==> src/rtl/fetch_unit.sv <==
// fetch_unit: single-outstanding instruction fetch with redirect/kill handling.
// Drives the PC register, the imem request channel and the decode handshake.
module fetch_unit (
    input  logic        clk,
    input  logic        rst_n,
    input  logic [31:0] pc,
    output logic [31:0] pcNext,
    output logic        pcEn,
    input  logic        redirect,
    input  logic [31:0] redirectTarget,
    output logic        imemReq,
    output logic [31:0] imemAddr,
    input  logic        imemGnt,
    input  logic        imemRvalid,
    input  logic [31:0] imemRdata,
    output logic [31:0] instr,
    output logic [31:0] instrPc,
    output logic        instrValid,
    input  logic        instrReady,
    output logic        misaligned
);

    typedef enum logic [1:0] {
        IDLE,
        REQ,
        WAIT,
        OUT
    } state_t;

    state_t      state;
    logic        kill;
    logic [31:0] req_addr;
    logic        xfer;

    assign xfer     = instrValid & instrReady & ~redirect;
    assign imemReq  = (state == REQ);
    assign imemAddr = pc;
    assign pcEn     = rst_n & (redirect | xfer);
    assign pcNext   = redirect ? {redirectTarget[31:2], 2'b00}
                               : pc + 32'd4;

    // fetch sequencing; kill marks an in-flight response that a redirect made stale
    always_ff @(posedge clk or negedge rst_n) begin
        if (!rst_n) begin
            state      <= IDLE;
            kill       <= 1'b0;
            req_addr   <= 32'd0;
            instr      <= 32'd0;
            instrPc    <= 32'd0;
            instrValid <= 1'b0;
        end else begin
            unique case (state)
                IDLE: begin
                    state <= REQ;
                end
                REQ: begin
                    if (imemGnt) begin
                        state    <= WAIT;
                        req_addr <= pc;
                        kill     <= redirect;
                    end
                end
                WAIT: begin
                    if (imemRvalid) begin
                        kill <= 1'b0;
                        if (kill | redirect) begin
                            state <= REQ;
                        end else begin
                            instr      <= imemRdata;
                            instrPc    <= req_addr;
                            instrValid <= 1'b1;
                            state      <= OUT;
                        end
                    end else if (redirect) begin
                        kill <= 1'b1;
                    end
                end
                OUT: begin
                    if (redirect | xfer) begin
                        instrValid <= 1'b0;
                        state      <= REQ;
                    end
                end
            endcase
        end
    end

    // sticky record of any redirect to a non word-aligned target
    always_ff @(posedge clk or negedge rst_n) begin
        if (!rst_n) begin
            misaligned <= 1'b0;
        end else if (redirect && (redirectTarget[1:0] != 2'b00)) begin
            misaligned <= 1'b1;
        end
    end

endmodule

==> config.mk <==
export PLATFORM = sky130hd
export DESIGN_NAME = fetch_unit
export DESIGN_NICKNAME = d
export VERILOG_FILES = /design/src/rtl/fetch_unit.sv
export SDC_FILE = /design/constraint.sdc
export NUM_CORES = 1
export LEC_CHECK = 0
export ABC_AREA = 1
export CAP_MARGIN = 20
export CORE_AREA = 2 2 116 118
export CTS_BUF_LIST = sky130_fd_sc_hd__clkbuf_4 sky130_fd_sc_hd__clkbuf_8
export DETAILED_ROUTE_END_ITERATION = 10
export DIE_AREA = 0 0 118 120
export PLACE_DENSITY = 0.81
export SYNTH_ARGS = -nofsm -noshare
export SYNTH_HDL_FRONTEND = slang
export SYNTH_SLANG_ARGS = --single-unit
==> constraint.sdc <==
create_clock -name clk -period 1.84 [get_ports clk]
set_input_delay 0.368 -clock clk [delete_from_list [all_inputs] [get_ports clk]]
set_output_delay 0.368 -clock clk [all_outputs]
set_load 0.1 [all_outputs]
==> impl_metrics.json <==
{
  "status": "complete, but fails checks",
  "rsz0062_at_grt": "yes",
  "vias": 5318,
  "grt.overflow.total": 0,
  "final_cell_count_no_fill": 1062,
  "grt_antenna_before_repair": 0,
  "synth-warning-count": 0,
  "syn_inst": 584,
  "setup_slack_ps": -161,
  "yosys.area_share.simple": 0.198,
  "multi_input_area_um2": 3050,
  "port_buffers": 233,
  "fin_worst_skew_ps": 20.6,
  "finalCriticalPeriod_ps": 2000,
  "initial_utilization": 0.428,
  "fmax_mhz": 500,
  "die_area_um2": 14200,
  "cp-end-kind": "output pin",
  "grt.total_usage": 0.261,
  "cts_buffers": 9,
  "max_slew.worst_pin.slew_ps": 543,
  "num_io_pins": 234,
  "post_drt_wl_per_cell_um": 18.0,
  "placeableCoreArea_um2": 13000,
  "arrival_ps": 1630,
  "area.sequential_um2": 2530,
  "place_inst": 1033,
  "clk_pin_slew_ps": 100,
  "final_common_cell": "buf_12",
  "criticalPathCategory": "primary input to output pin",
  "drv_cap": 0,
  "fin_setup_tns_ps": -1620,
  "synth.avg_cell_area_um2": 9.51,
  "maxSlewHeadroom": 0.638,
  "gp_congestion": 0.898,
  "vias_per_cell": 5.01,
  "synth_compound_area_frac": 0.0529,
  "num_antenna_cells": 0,
  "cp-start-kind": "primary input",
  "hp-class": "primary input to asynchronous set/reset pin",
  "slowest_stage": "nor2_4",
  "fillerInstances": 720,
  "area_growth_pct": 91.8,
  "dp_hpwl_mm": 14.2,
  "required_ps": 1470,
  "slowest_delay_ps": 220,
  "yosysSeqAreaShare": 0.455,
  "power.total_mw": 17.2,
  "netlist_area_um2": 5550,
  "timing.final.crit_share": 1.09,
  "hold_viol": 0,
  "clock-sinks": 101,
  "cts_root_buffer": "clkbuf_8",
  "clk_latency_ps": 380,
  "synth-xor-area-share": 0.00158,
  "leakage_nw": 4.97,
  "drt-pass1-iter-count": 5,
  "yosysUniqueCellTypes": 28,
  "whs_ps": 32.5,
  "cts_hold_buf": 0,
  "failed_checks": "negative setup slack",
  "cts_tree": "built",
  "wirelength_mm": 19.2,
  "synth_fp_nets": 690,
  "synth_top_family_by_area": "simple AND/OR/NAND/NOR gates",
  "drtAntennaViolNets": 0,
  "drtIter0Drc": 289,
  "final-setup-viol-count": 24,
  "grt_pass1_vias": 5668,
  "grt_max_degree": 102,
  "drive_gt1_frac": 0.546,
  "grt_first_pass_wirelength_mm": 29.2,
  "cts_buffer_depth": 2,
  "drc": 0,
  "utilization": 0.821,
  "cp_cell_sequence": "buf_4 -> nand2_2 -> nor2_4 -> nand2_4 -> nor2_4 -> nand2_1 -> nand2_1 -> nand3_2 -> nand2_4 -> buf_12",
  "path_max_fanout": 6,
  "layout_common_cells": "buf_12 (139), nand2_1 (112), dfrtp_1 (100)",
  "synthMuxAreaShare": 0.180,
  "die_h_um": 120,
  "cts_max_level": 3,
  "die_w_um": 118,
  "nets": 987,
  "rows": 42,
  "power_density_nw_per_um2": 1610,
  "report.final.slew_viol_count": 0,
  "ys_ff_latch": 101,
  "synthAdderAreaFrac": 0.00901,
  "vdd_drop_max_mv": 0.767
}
[timing repair]
item,4_1_cts,5_1_grt
resized for setup,212,40
pin swaps,47,20
gates cloned,0,3
endpoints found under the hold margin,0,0
setup buffers,5,6
endpoints found under the setup margin,29,69
[synth_stat cells]
library cell / number / area share
nor2_8: 1 / 0.0036
buf_2: 5 / 0.0045
nor2_1: 44 / 0.030
o22a_1: 1 / 0.0016
o21ai_1: 1 / 0.00090
buf_12: 6 / 0.022
nand3_1: 36 / 0.032
buf_4: 32 / 0.043
inv_1: 42 / 0.028
a32o_1: 1 / 0.0018
clkbuf_1: 6 / 0.0041
buf_1: 2 / 0.0014
nand2_1: 164 / 0.11
mux2_2: 9 / 0.018
mux2_4: 60 / 0.16
nor2_2: 3 / 0.0034
dfrtp_1: 101 / 0.46
nor3_1: 1 / 0.00090
a21oi_1: 8 / 0.0072
nand2_4: 1 / 0.0020
a31oi_1: 2 / 0.0023
nand2_2: 3 / 0.0034
nor2_4: 4 / 0.0081
xor2_1: 1 / 0.0016
ha_1: 4 / 0.0090
and2_1: 3 / 0.0034
o21ai_0: 42 / 0.038
o21bai_1: 1 / 0.0014
[per-stage QoR]
| step | worst slack (ps) | instance area [µm²] |
|---|---|---|
| finish | -161 | 10700 |
| global placement | -690 | 9970 |
| floorplan | -322 | 5780 |
| global route | -225 | 10700 |
| detailed placement | -722 | 9970 |
| CTS | -74.8 | 10400 |
[routing by layer]
layer,GRT usage,part of all wire,wire (µm)
met5,0,0,0
met4,0.103,0.035,674
met3,0.0575,0.054,1040
met2,0.464,0.53,10100
met1,0.307,0.38,7330
[path summary, 6_finish.rpt]
path	start	end	slack (ps)	cells past startpoint
max reg2reg	state[0]	instrPc[22]	60	7
max	pc[6]	pcNext[28]	-160	10
max in group asynchronous	rst_n	req_addr[27]	1370	2
min reg2reg	req_addr[30]	instrPc[30]	500	1
min in group clk	pc[6]	req_addr[6]	320	2
min	rst_n	req_addr[0]	30	2
[area by class of cell]
| class | count | share of cell area |
|---|---|---|
| repair buffers | 337 | 0.424 |
| multi-input cells | 390 | 0.287 |
| flip-flops and latches | 101 | 0.237 |
| well taps | 176 | 0.0207 |
| inverters | 42 | 0.0148 |
| clock buffers | 13 | 0.0144 |
| clock inverters | 3 | 0.00211 |
[critical path: cells and delay by family]
family / cells / cell delay (ps)
buffers and inverters: 2 / 310
AND/OR/NAND/NOR: 8 / 950
[sequential cells by signal, summed over array words and instances, names as in the netlist]
register    count
instr          32
instrPc        32
instrValid      1
state           2
kill            1
misaligned      1
req_addr       32
[logic make-up after synthesis]
logic type / after synthesis
and+or+nand+nor: 260
adders and majority gates: 4
DFF: 101
AOI/OAI and AO/OA: 56
buffers and inverters: 93
xor gates and xnor gates: 1
muxes: 69
[report_power, final]
part	total, mW	leakage (nW)	switching (mW)	internal [mW]
clock	1.31	0.0836	0.754	0.554
combinational	11.6	3.61	7.15	4.46
sequential	4.24	1.28	1.00	3.24
total	17.2	4.97	8.90	8.26
Power figures use the tool's default switching activity.
